<file path="src/rtl/cpu_pkg.sv">
// Shared CPU control definitions: the sequencer state encoding and default
// sizing used by the sequencer, decode and debug/trace logic.
package cpu_pkg;

  typedef enum logic [2:0] {
    ST_IDLE  = 3'b000,
    ST_FETCH = 3'b001,
    ST_EXEC1 = 3'b010,
    ST_EXEC2 = 3'b011,
    ST_HALT  = 3'b100,
    ST_ERR   = 3'b101
  } state_e;

  localparam int unsigned ACK_TIMEOUT_DEFAULT = 15;
  localparam int unsigned CNT_WIDTH_DEFAULT   = 16;
  localparam int unsigned WAIT_WIDTH          = 8;

endpackage

</file>
<file path="src/rtl/cpu_sequencer_if.sv">
// Bundle between the sequencer (master) and the decode/memory/datapath side (slave).
interface cpu_sequencer_if #(
  parameter int unsigned CNT_WIDTH = 16
);
  logic                 P;
  logic                 EXTRA;
  logic                 MEM_OP;
  logic                 HALT_REQ;
  logic                 MEM_ACK;
  logic                 MEM_REQ;
  logic                 FETCH;
  logic                 EXEC1;
  logic                 EXEC2;
  logic                 ADVANCE;
  logic                 STALL;
  logic                 HALTED;
  logic                 ERROR;
  logic [2:0]           STATE;
  logic [CNT_WIDTH-1:0] INSTR_CNT;

  modport master (
    input  P, EXTRA, MEM_OP, HALT_REQ, MEM_ACK,
    output MEM_REQ, FETCH, EXEC1, EXEC2, ADVANCE, STALL, HALTED, ERROR,
           STATE, INSTR_CNT
  );

  modport slave (
    output P, EXTRA, MEM_OP, HALT_REQ, MEM_ACK,
    input  MEM_REQ, FETCH, EXEC1, EXEC2, ADVANCE, STALL, HALTED, ERROR,
           STATE, INSTR_CNT
  );
endinterface

</file>
<file path="src/rtl/cpu_sequencer.sv">
// CPU control sequencer: FETCH/EXEC1/EXEC2 phasing with memory handshake,
// run/stop, sticky halt, bus-timeout error and a retired-instruction counter.
module cpu_sequencer
  import cpu_pkg::*;
#(
  parameter int unsigned CNT_WIDTH   = CNT_WIDTH_DEFAULT,
  parameter int unsigned ACK_TIMEOUT = ACK_TIMEOUT_DEFAULT
) (
  input logic             CLK,
  input logic             RESET,
  cpu_sequencer_if.master bus
);

  localparam logic [WAIT_WIDTH-1:0] WAIT_LAST = WAIT_WIDTH'(ACK_TIMEOUT - 1);

  state_e                state_q, state_d;
  logic [WAIT_WIDTH-1:0] wait_q, wait_d;
  logic [CNT_WIDTH-1:0]  cnt_q, cnt_d;
  logic                  mem_req_s;
  logic                  stall_s;
  logic                  advance_s;
  logic                  retire_s;

  always_comb begin
    state_d   = state_q;
    mem_req_s = 1'b0;
    advance_s = 1'b0;
    retire_s  = 1'b0;
    case (state_q)
      ST_IDLE: begin
        if (bus.P) state_d = ST_FETCH;
        else       state_d = ST_IDLE;
      end
      ST_FETCH: begin
        mem_req_s = 1'b1;
        if (bus.MEM_ACK) begin
          advance_s = 1'b1;
          state_d   = ST_EXEC1;
        end else begin
          state_d   = ST_FETCH;
        end
      end
      ST_EXEC1: begin
        mem_req_s = bus.MEM_OP;
        if (!bus.MEM_OP || bus.MEM_ACK) begin
          advance_s = 1'b1;
          // Halt wins over EXTRA; a halting instruction still retires.
          if (bus.HALT_REQ) begin
            retire_s = 1'b1;
            state_d  = ST_HALT;
          end else if (bus.EXTRA) begin
            state_d  = ST_EXEC2;
          end else begin
            retire_s = 1'b1;
            state_d  = bus.P ? ST_FETCH : ST_IDLE;
          end
        end else begin
          state_d = ST_EXEC1;
        end
      end
      ST_EXEC2: begin
        advance_s = 1'b1;
        retire_s  = 1'b1;
        state_d   = bus.P ? ST_FETCH : ST_IDLE;
      end
      ST_HALT: state_d = ST_HALT;
      ST_ERR:  state_d = ST_ERR;
      default: state_d = ST_IDLE;
    endcase

    stall_s = mem_req_s & ~bus.MEM_ACK;
    // Not stalling means either no request or an ack that advanced the phase.
    if (stall_s) begin
      wait_d = wait_q + WAIT_WIDTH'(1);
      if (wait_q == WAIT_LAST) state_d = ST_ERR;
      else                     state_d = state_d;
    end else begin
      wait_d = '0;
    end

    if (retire_s) cnt_d = cnt_q + CNT_WIDTH'(1);
    else          cnt_d = cnt_q;
  end

  always_ff @(posedge CLK) begin
    if (RESET) begin
      state_q <= ST_IDLE;
      wait_q  <= '0;
      cnt_q   <= '0;
    end else begin
      state_q <= state_d;
      wait_q  <= wait_d;
      cnt_q   <= cnt_d;
    end
  end

  assign bus.MEM_REQ   = mem_req_s;
  assign bus.STALL     = stall_s;
  assign bus.ADVANCE   = advance_s;
  assign bus.FETCH     = (state_q == ST_FETCH);
  assign bus.EXEC1     = (state_q == ST_EXEC1);
  assign bus.EXEC2     = (state_q == ST_EXEC2);
  assign bus.HALTED    = (state_q == ST_HALT);
  assign bus.ERROR     = (state_q == ST_ERR);
  assign bus.STATE     = state_q;
  assign bus.INSTR_CNT = cnt_q;

endmodule
</file>
<file path="src/flat_wrapper.sv">
// flat-port wrapper written by rule: the top's interface ports become plain ports
module cpu_sequencer_flat import cpu_pkg::*;
#(
  parameter int unsigned CNT_WIDTH   = CNT_WIDTH_DEFAULT,
  parameter int unsigned ACK_TIMEOUT = ACK_TIMEOUT_DEFAULT
)
  (CLK, RESET, bus_P, bus_EXTRA, bus_MEM_OP, bus_HALT_REQ, bus_MEM_ACK, bus_MEM_REQ, bus_FETCH, bus_EXEC1, bus_EXEC2, bus_ADVANCE, bus_STALL, bus_HALTED, bus_ERROR, bus_STATE, bus_INSTR_CNT);
  cpu_sequencer_if #(.CNT_WIDTH(CNT_WIDTH)) bus_i ();
  input logic CLK;
  input logic RESET;
  input wire logic [$bits(bus_i.P)-1:0] bus_P;
  input wire logic [$bits(bus_i.EXTRA)-1:0] bus_EXTRA;
  input wire logic [$bits(bus_i.MEM_OP)-1:0] bus_MEM_OP;
  input wire logic [$bits(bus_i.HALT_REQ)-1:0] bus_HALT_REQ;
  input wire logic [$bits(bus_i.MEM_ACK)-1:0] bus_MEM_ACK;
  output wire logic [$bits(bus_i.MEM_REQ)-1:0] bus_MEM_REQ;
  output wire logic [$bits(bus_i.FETCH)-1:0] bus_FETCH;
  output wire logic [$bits(bus_i.EXEC1)-1:0] bus_EXEC1;
  output wire logic [$bits(bus_i.EXEC2)-1:0] bus_EXEC2;
  output wire logic [$bits(bus_i.ADVANCE)-1:0] bus_ADVANCE;
  output wire logic [$bits(bus_i.STALL)-1:0] bus_STALL;
  output wire logic [$bits(bus_i.HALTED)-1:0] bus_HALTED;
  output wire logic [$bits(bus_i.ERROR)-1:0] bus_ERROR;
  output wire logic [$bits(bus_i.STATE)-1:0] bus_STATE;
  output wire logic [$bits(bus_i.INSTR_CNT)-1:0] bus_INSTR_CNT;
  assign bus_i.P = bus_P;
  assign bus_i.EXTRA = bus_EXTRA;
  assign bus_i.MEM_OP = bus_MEM_OP;
  assign bus_i.HALT_REQ = bus_HALT_REQ;
  assign bus_i.MEM_ACK = bus_MEM_ACK;
  assign bus_MEM_REQ = bus_i.MEM_REQ;
  assign bus_FETCH = bus_i.FETCH;
  assign bus_EXEC1 = bus_i.EXEC1;
  assign bus_EXEC2 = bus_i.EXEC2;
  assign bus_ADVANCE = bus_i.ADVANCE;
  assign bus_STALL = bus_i.STALL;
  assign bus_HALTED = bus_i.HALTED;
  assign bus_ERROR = bus_i.ERROR;
  assign bus_STATE = bus_i.STATE;
  assign bus_INSTR_CNT = bus_i.INSTR_CNT;
  cpu_sequencer #(.CNT_WIDTH(CNT_WIDTH), .ACK_TIMEOUT(ACK_TIMEOUT)) u_core (.CLK(CLK), .RESET(RESET), .bus(bus_i));
endmodule
</file>
<file path="config.mk">
export PLATFORM = sky130hd
export DESIGN_NAME = cpu_sequencer_flat
export DESIGN_NICKNAME = d
export VERILOG_FILES = /design/src/rtl/cpu_pkg.sv /design/src/rtl/cpu_sequencer_if.sv /design/src/rtl/cpu_sequencer.sv /design/src/flat_wrapper.sv
export SDC_FILE = /design/constraint.sdc
export NUM_CORES = 1
export LEC_CHECK = 0
export ABC_AREA = 1
export CAP_MARGIN = 5
export CORE_MARGIN = 1
export CORE_UTILIZATION = 53
export CTS_CLUSTER_DIAMETER = 60
export DETAILED_ROUTE_END_ITERATION = 10
export PLACE_DENSITY_LB_ADDON = 0.12
export RECOVER_POWER = 50
export SYNTH_ARGS = -nofsm -noshare
export SYNTH_HDL_FRONTEND = slang
export SYNTH_SLANG_ARGS = --single-unit
</file>
<file path="constraint.sdc">
create_clock -name CLK -period 3.61 [get_ports CLK]
set_clock_uncertainty 0.15 [all_clocks]
set_input_delay 0.5415 -clock CLK [delete_from_list [all_inputs] [get_ports CLK]]
set_output_delay 0.5415 -clock CLK [all_outputs]
set_load 0.005 [all_outputs]
</file>
==> results of run 1 <==
-- cell families (layout without fill, tap and decap cells) --
group,count (synthesis),in the layout,share of synthesized area (%)
flops,27,27,37.6
compound gates,25,25,9.40
buf+inv,42,76,11.8
simple gates,120,120,36.7
xor+xnor,3,3,1.83
fa+ha+maj,3,3,2.61
-- layout make-up --
cell class / count / share of cell area (%)
Clock buffer: 4 / 1.47
Multi-Input combinational cell: 151 / 39.6
Timing Repair Buffer: 33 / 18.5
Inverter: 39 / 8.18
Tap cell: 30 / 2.10
Sequential cell: 27 / 30.2
-- worst min path at each step --
stage	start	end	slack (ns)	cells past startpoint
after detailed placement	u_core.wait_q[0]	u_core.wait_q[0]	0.31	1
after CTS	u_core.wait_q[0]	u_core.wait_q[0]	0.34	1
after global routing	u_core.wait_q[7]	u_core.wait_q[7]	0.36	2
after global placement	u_core.wait_q[0]	u_core.wait_q[0]	0.29	1
after floorplan	u_core.wait_q[0]	u_core.wait_q[0]	0.28	1
final	u_core.wait_q[7]	u_core.wait_q[7]	0.33	2
-- power by group through the flow --
stage | clock [W] | combinational [W] | sequential, W
2_1_floorplan | 0 | 0.0000289 | 0.000312
3_3_place_gp | 0 | 0.0000555 | 0.000313
3_5_place_dp | 0 | 0.0000561 | 0.000313
4_1_cts | 0.000128 | 0.0000563 | 0.000306
5_1_grt | 0.000141 | 0.0000613 | 0.000307
6_report | 0.000123 | 0.0000538 | 0.000306
-- worst min-delay path, delay by kind of cell, from the launching register on --
| family | cells | cell delay, ns |
|---|---|---|
| flip-flops | 1 | 0.33 |
| AND/OR/NAND/NOR | 1 | 0.06 |
| AO/OA/AOI/OAI | 1 | 0.05 |
-- sequential cells by signal, indices dropped and copies added (netlist names) --
name / cells
u_core.bus.INSTR_CNT: 16
u_core.wait_q: 8
u_core.bus.STATE: 3
-- cells in the final DEF (no fill, tap or decap), drive strengths merged --
cell | synthesis | final
xor2 | 2 | 2
nand3 | 12 | 12
o21ai | 11 | 11
nand4 | 4 | 4
nand3b | 1 | 1
o2111ai | 1 | 1
clkbuf | 0 | 4
a31oi | 2 | 2
and3 | 3 | 3
xnor2 | 1 | 1
nand2 | 53 | 53
nor3 | 8 | 8
dfxtp | 27 | 27
ha | 3 | 3
dlygate4sd3 | 0 | 17
a21oi | 11 | 11
clkdlybuf4s50 | 0 | 16
nor2 | 38 | 38
inv | 39 | 39
nor3b | 1 | 1
-- per-layer routing --
| metal | track usage, % | routed length, µm | vias up |
|---|---|---|---|
| li1 | - | - | 754 |
| met1 | 29.2 | 1430 | 615 |
| met2 | 34.2 | 1240 | 22 |
| met3 | 3.39 | 85 | 2 |
| met4 | 3.85 | 10 | 0 |
| met5 | 0 | 0 | - |
-- metrics by stage --
stage / cells / cell area (µm²) / utilization [%]
after floorplan: 220 / 1440 / -
after global placement: 280 / 1780 / 70.6
after detailed placement: 280 / 1780 / 70.6
after CTS: 284 / 1810 / 71.7
after global routing: 284 / 1790 / 70.9
final: 284 / 1790 / 70.9
==> results.yml, run 1 <==
global_route:
  grt_max_degree: 21
  grt_pass1_vias: 1124
  antenna_found_initial: 0
  grt_overflow: 0
  grt_pass1_wl_um: 4610
  grt_usage_pct: 21.0
critical_path:
  reg2reg_from: "u_core.bus.STATE[1]"
  endpoint_kind: "output port"
  critPathTopFamily: "buffers and inverters"
  regToRegEndpoint: "u_core.bus.INSTR_CNT[12]"
  arrival_ns: 1.99
  regToRegSetupSlack_ns: 1.70
  r2r_cells: 7
  cp_cell_sequence: "clkdlybuf4s50_1 > inv_1 > nand2_1 > and3_1 > nor2_1 > nand2_1 > clkdlybuf4s50_1"
  cp_num_cells: 7
  crit_required_ns: 2.92
  crit_path_max_fanout: 4
  worst_path_max_delay_cell: "clkdlybuf4s50_1"
  cp_slowest_stage_delay_ns: 0.49
  crit_path_end: "bus_ADVANCE"
  cp_num_buf_inv: 3
  crit_path_start_kind: "input port"
  startpoint: "bus_MEM_ACK"
  path_class: "in -> out"
route:
  viasPerCell: 4.90
  wl_per_cell_um: 9.74
  drtAntennaViolNets: 0
  route.vias.total: 1393
  drc: 0
  wirelength_um: 2770
  first_pass_iters: 4
  drtIter0Drc: 31
die:
  rows: 18
  coreArea_mm2: 0.00252
  initial_utilization_pct: 57.0
  pin_count: 34
  die_x_um: 54.1
  die_area_mm2: 0.00292
  die_height_um: 54.1
clock_tree:
  cts.path.max_buffers: 2
  cts_resized: 0
  clk_latency_ns: 0.31
  path_clk_slew_ns: 0.13
  cts_made_buffers: 3
  cts_tree: "yes"
  postCtsHoldBufs: 0
  htreeDepth: 1
  postCtsSetupRepairBufs: 0
  root_buffer: "clkbuf_4"
  clock_sinks: 27
pwr:
  p_int_w: 0.000371
  swShare_pct: 23.2
  p_leak_nw: 0.842
  pwr_density_cell_mw_per_mm2: 270
  ir_drop_mv: 0.224
  power.total_w: 0.000483
  power.share.clock_pct: 25.5
  switchingPower_w: 0.000112
  combPwrFrac_pct: 11.1
  power_frac_seq_pct: 63.4
timing:
  rsz0062_at_grt: "false"
  relSlewSlack_pct: 61.7
  setup_viol: 0
  finalSetupTns_ns: 0
  max_freq_ghz: 0.374
  period_needed_ns: 2.68
  slew_viol_final: 0
  fin_hold_ws_ns: 0.328
  final_hold_viol_count: 0
  post-route-period-util_pct: 74.2
  max_slew.worst_pin.slew_ns: 0.573
  fin_ws_ns: 0.933
synthesis:
  synth_edf_count: 0
  ys_seq_area_share_pct: 37.6
  syn-cell-area_mm2: 0.00144
  synth_top_cell_by_area: "dfxtp_1"
  synthCells: 220
  syn_nets: 230
  netlist.area_leader.share_pct: 37.6
  synth_ff_type: "dfxtp_1"
  avgSynthCellArea_um2: 6.53
  ys_warn_count: 0
  yosysUniqueCellTypes: 26
  ys_ff_latch: 27
  synthMostInstantiatedCell: "nand2_1"
  synth_common_cells: "50 x nand2_1, 38 x inv_1, 38 x nor2_1"
  synthArstFlopShare_pct: 0
  yosys-top-cells-area: "dfxtp_1 38%, nand2_1 13%, inv_1 9.9%, nor2_1 9.9%, nand3_1 4.2%"
placed_design:
  numPortBuffers: 33
  pre_cts_slack_ns: 0.950
  post-dp-hpwl_um: 2110
  routabilityCongestion: 0.795
min_path:
  hold_path.class: "reg -> reg"
status:
  status: "completed"
layout:
  n_fill_cell: 232
  diodes: 0
  seq_area_um2: 541
  layout-drive-gt1-share_pct: 2.76
  multiInputGateArea_um2: 708
  area_growth_pct: 24.5
  fin_nets: 265
flow_run:
  drv_cap: 0
(Power assumes the default switching activity.)
==> run 2: changes to the inputs <==
CORE_UTILIZATION = 49   (was 53)
clock period = 2.54 ns   (was 3.61 ns; I/O delays follow)
==> results.yml, run 2 (same netlist as run 1, synthesis figures left out) <==
timing:
  rsz0062_at_grt: "false"
  fin_ws_ns: 0.175
  fin_hold_ws_ns: 0.330
  period_needed_ns: 2.36
  final_hold_viol_count: 0
  post-route-period-util_pct: 93.1
  max_freq_ghz: 0.423
  max_slew.worst_pin.slew_ns: 0.591
  slew_viol_final: 0
  relSlewSlack_pct: 60.5
  finalSetupTns_ns: 0
  setup_viol: 0
die:
  die_x_um: 56.2
  coreArea_mm2: 0.00276
  die_area_mm2: 0.00315
  die_height_um: 56.2
  pin_count: 34
  rows: 19
  initial_utilization_pct: 52.1
clock_tree:
  clk_latency_ns: 0.32
  path_clk_slew_ns: 0.14
  cts.path.max_buffers: 2
  cts_tree: "yes"
  clock_sinks: 27
  root_buffer: "clkbuf_4"
  postCtsSetupRepairBufs: 0
  cts_made_buffers: 3
  htreeDepth: 1
route:
  first_pass_iters: 4
  drc: 0
  wirelength_um: 2820
  drtIter0Drc: 59
  viasPerCell: 4.92
  wl_per_cell_um: 9.88
  drtAntennaViolNets: 0
  route.vias.total: 1402
global_route:
  antenna_found_initial: 0
  grt_pass1_vias: 1213
  grt_usage_pct: 19.2
  grt_overflow: 0
  grt_pass1_wl_um: 4990
  grt_max_degree: 21
critical_path:
  crit_path_start_kind: "register"
  arrival_ns: 1.83
  crit_path_max_fanout: 6
  endpoint_kind: "output port"
  cpMostUsedCell: "nand2_2"
  path_class: "reg -> out"
  cp_cell_sequence: "nand2_1 > nor2_2 > inv_1 > nand2_2 > nand2_2 > inv_2 > clkdlybuf4s50_1"
  critPathTopFamily: "buffers and inverters"
  worst_path_max_delay_cell: "dfxtp_1"
  crit_required_ns: 2.01
  cp_num_buf_inv: 3
  cp_slowest_stage_delay_ns: 0.49
layout:
  largest_reg_flops: 16
  n_fill_cell: 266
  stdcell_area_mm2: 0.00181
  mostFrequentLayoutCell: "nand2_1"
  final_cell_mix: "51 x nand2_1, 37 x nor2_1, 37 x inv_1"
  diodes: 0
  fin_nets: 265
  seq_area_um2: 541
  fin_cells: 285
  area_growth_pct: 25.6
  multiInputGateArea_um2: 723
  layout-drive-gt1-share_pct: 4.33
pwr:
  power.share.clock_pct: 26.6
  ir_drop_mv: 0.479
  p_leak_nw: 0.835
  power_frac_seq_pct: 62.3
  pwr_density_cell_mw_per_mm2: 388
  switchingPower_w: 0.000171
  p_int_w: 0.000529
  combPwrFrac_pct: 11.1
  swShare_pct: 24.4
placed_design:
  routabilityCongestion: 0.853
  numPortBuffers: 33
  pre_cts_slack_ns: 0.204
  placed_cell_area_mm2: 0.00178
  post-dp-hpwl_um: 2090
  dp.cells: 281
flow_run:
  drv_cap: 0
status:
  status: "completed"
min_path:
  hold_path.class: "reg -> reg"
run 2: cell types whose count changed in the layout (fill, tap and decap cells not counted):
| cell | previous run | this run |
|---|---|---|
| a21oi_1 | 11 | 10 |
| a21oi_2 | 0 | 1 |
| clkdlybuf4s50_1 | 16 | 18 |
| dlygate4sd3_1 | 17 | 15 |
| inv_1 | 38 | 37 |
| inv_2 | 1 | 2 |
| nand2_1 | 52 | 51 |
| nand2_2 | 1 | 2 |
| nor2_1 | 38 | 37 |
| nor2_2 | 0 | 1 |
| nor3_2 | 2 | 1 |
| nor3_4 | 0 | 1 |
run 2: worst paths after layout:
path / start / to / slack, ns / cells after the start
worst max-delay path: u_core.bus.STATE[0] / bus_STALL / 0.18 / 7
worst min-delay path: u_core.wait_q[7] / u_core.wait_q[7] / 0.33 / 2
worst max register to register: u_core.bus.STATE[2] / u_core.bus.INSTR_CNT[12] / 0.63 / 6
worst min register to register: u_core.wait_q[7] / u_core.wait_q[7] / 0.33 / 2
run 2: power by group through the flow:
stage          combinational [W]  sequential, W  clock [W]
3_3_place_gp           0.0000793       0.000445          0
5_1_grt                0.0000874       0.000437   0.000209
3_5_place_dp           0.0000792       0.000444          0
4_1_cts                0.0000795       0.000435   0.000195
2_1_floorplan          0.0000411       0.000443          0
6_report               0.0000780       0.000436   0.000186
run 2: per-layer routing:
| metal | track usage, % | vias up | routed length [µm] |
|---|---|---|---|
| met5 | 0 | - | 0 |
| met4 | 4.53 | 0 | 15 |
| met3 | 4.65 | 2 | 118 |
| met2 | 31.0 | 26 | 1230 |
| met1 | 26.1 | 618 | 1450 |
| li1 | - | 756 | - |
run 2: what timing repair did:
action                                  in CTS  in global routing
hold buffers                                 0                  0
endpoints found under the setup margin       0                  1
resized for setup                            0                  3
run 2: through the flow:
step / util, % / power (W)
2_1_floorplan: - / 0.000485
6_report: 65.5 / 0.000700
5_1_grt: 65.5 / 0.000733
3_5_place_dp: 64.7 / 0.000524
3_3_place_gp: 64.7 / 0.000524
4_1_cts: 65.6 / 0.000710
run 2: layout make-up:
cell class / count / area share, %
timing repair buffer: 33 / 18.3
clock buffer: 4 / 1.46
multi-input combinational: 151 / 40.1
inverter: 39 / 8.11
sequential: 27 / 29.9
tap: 31 / 2.15
run 2: worst min-delay path, stage by stage, from the launching register on:
cell and delay (ns):
dfxtp_1 0.33, nand2_1 0.07, a21oi_2 0.05
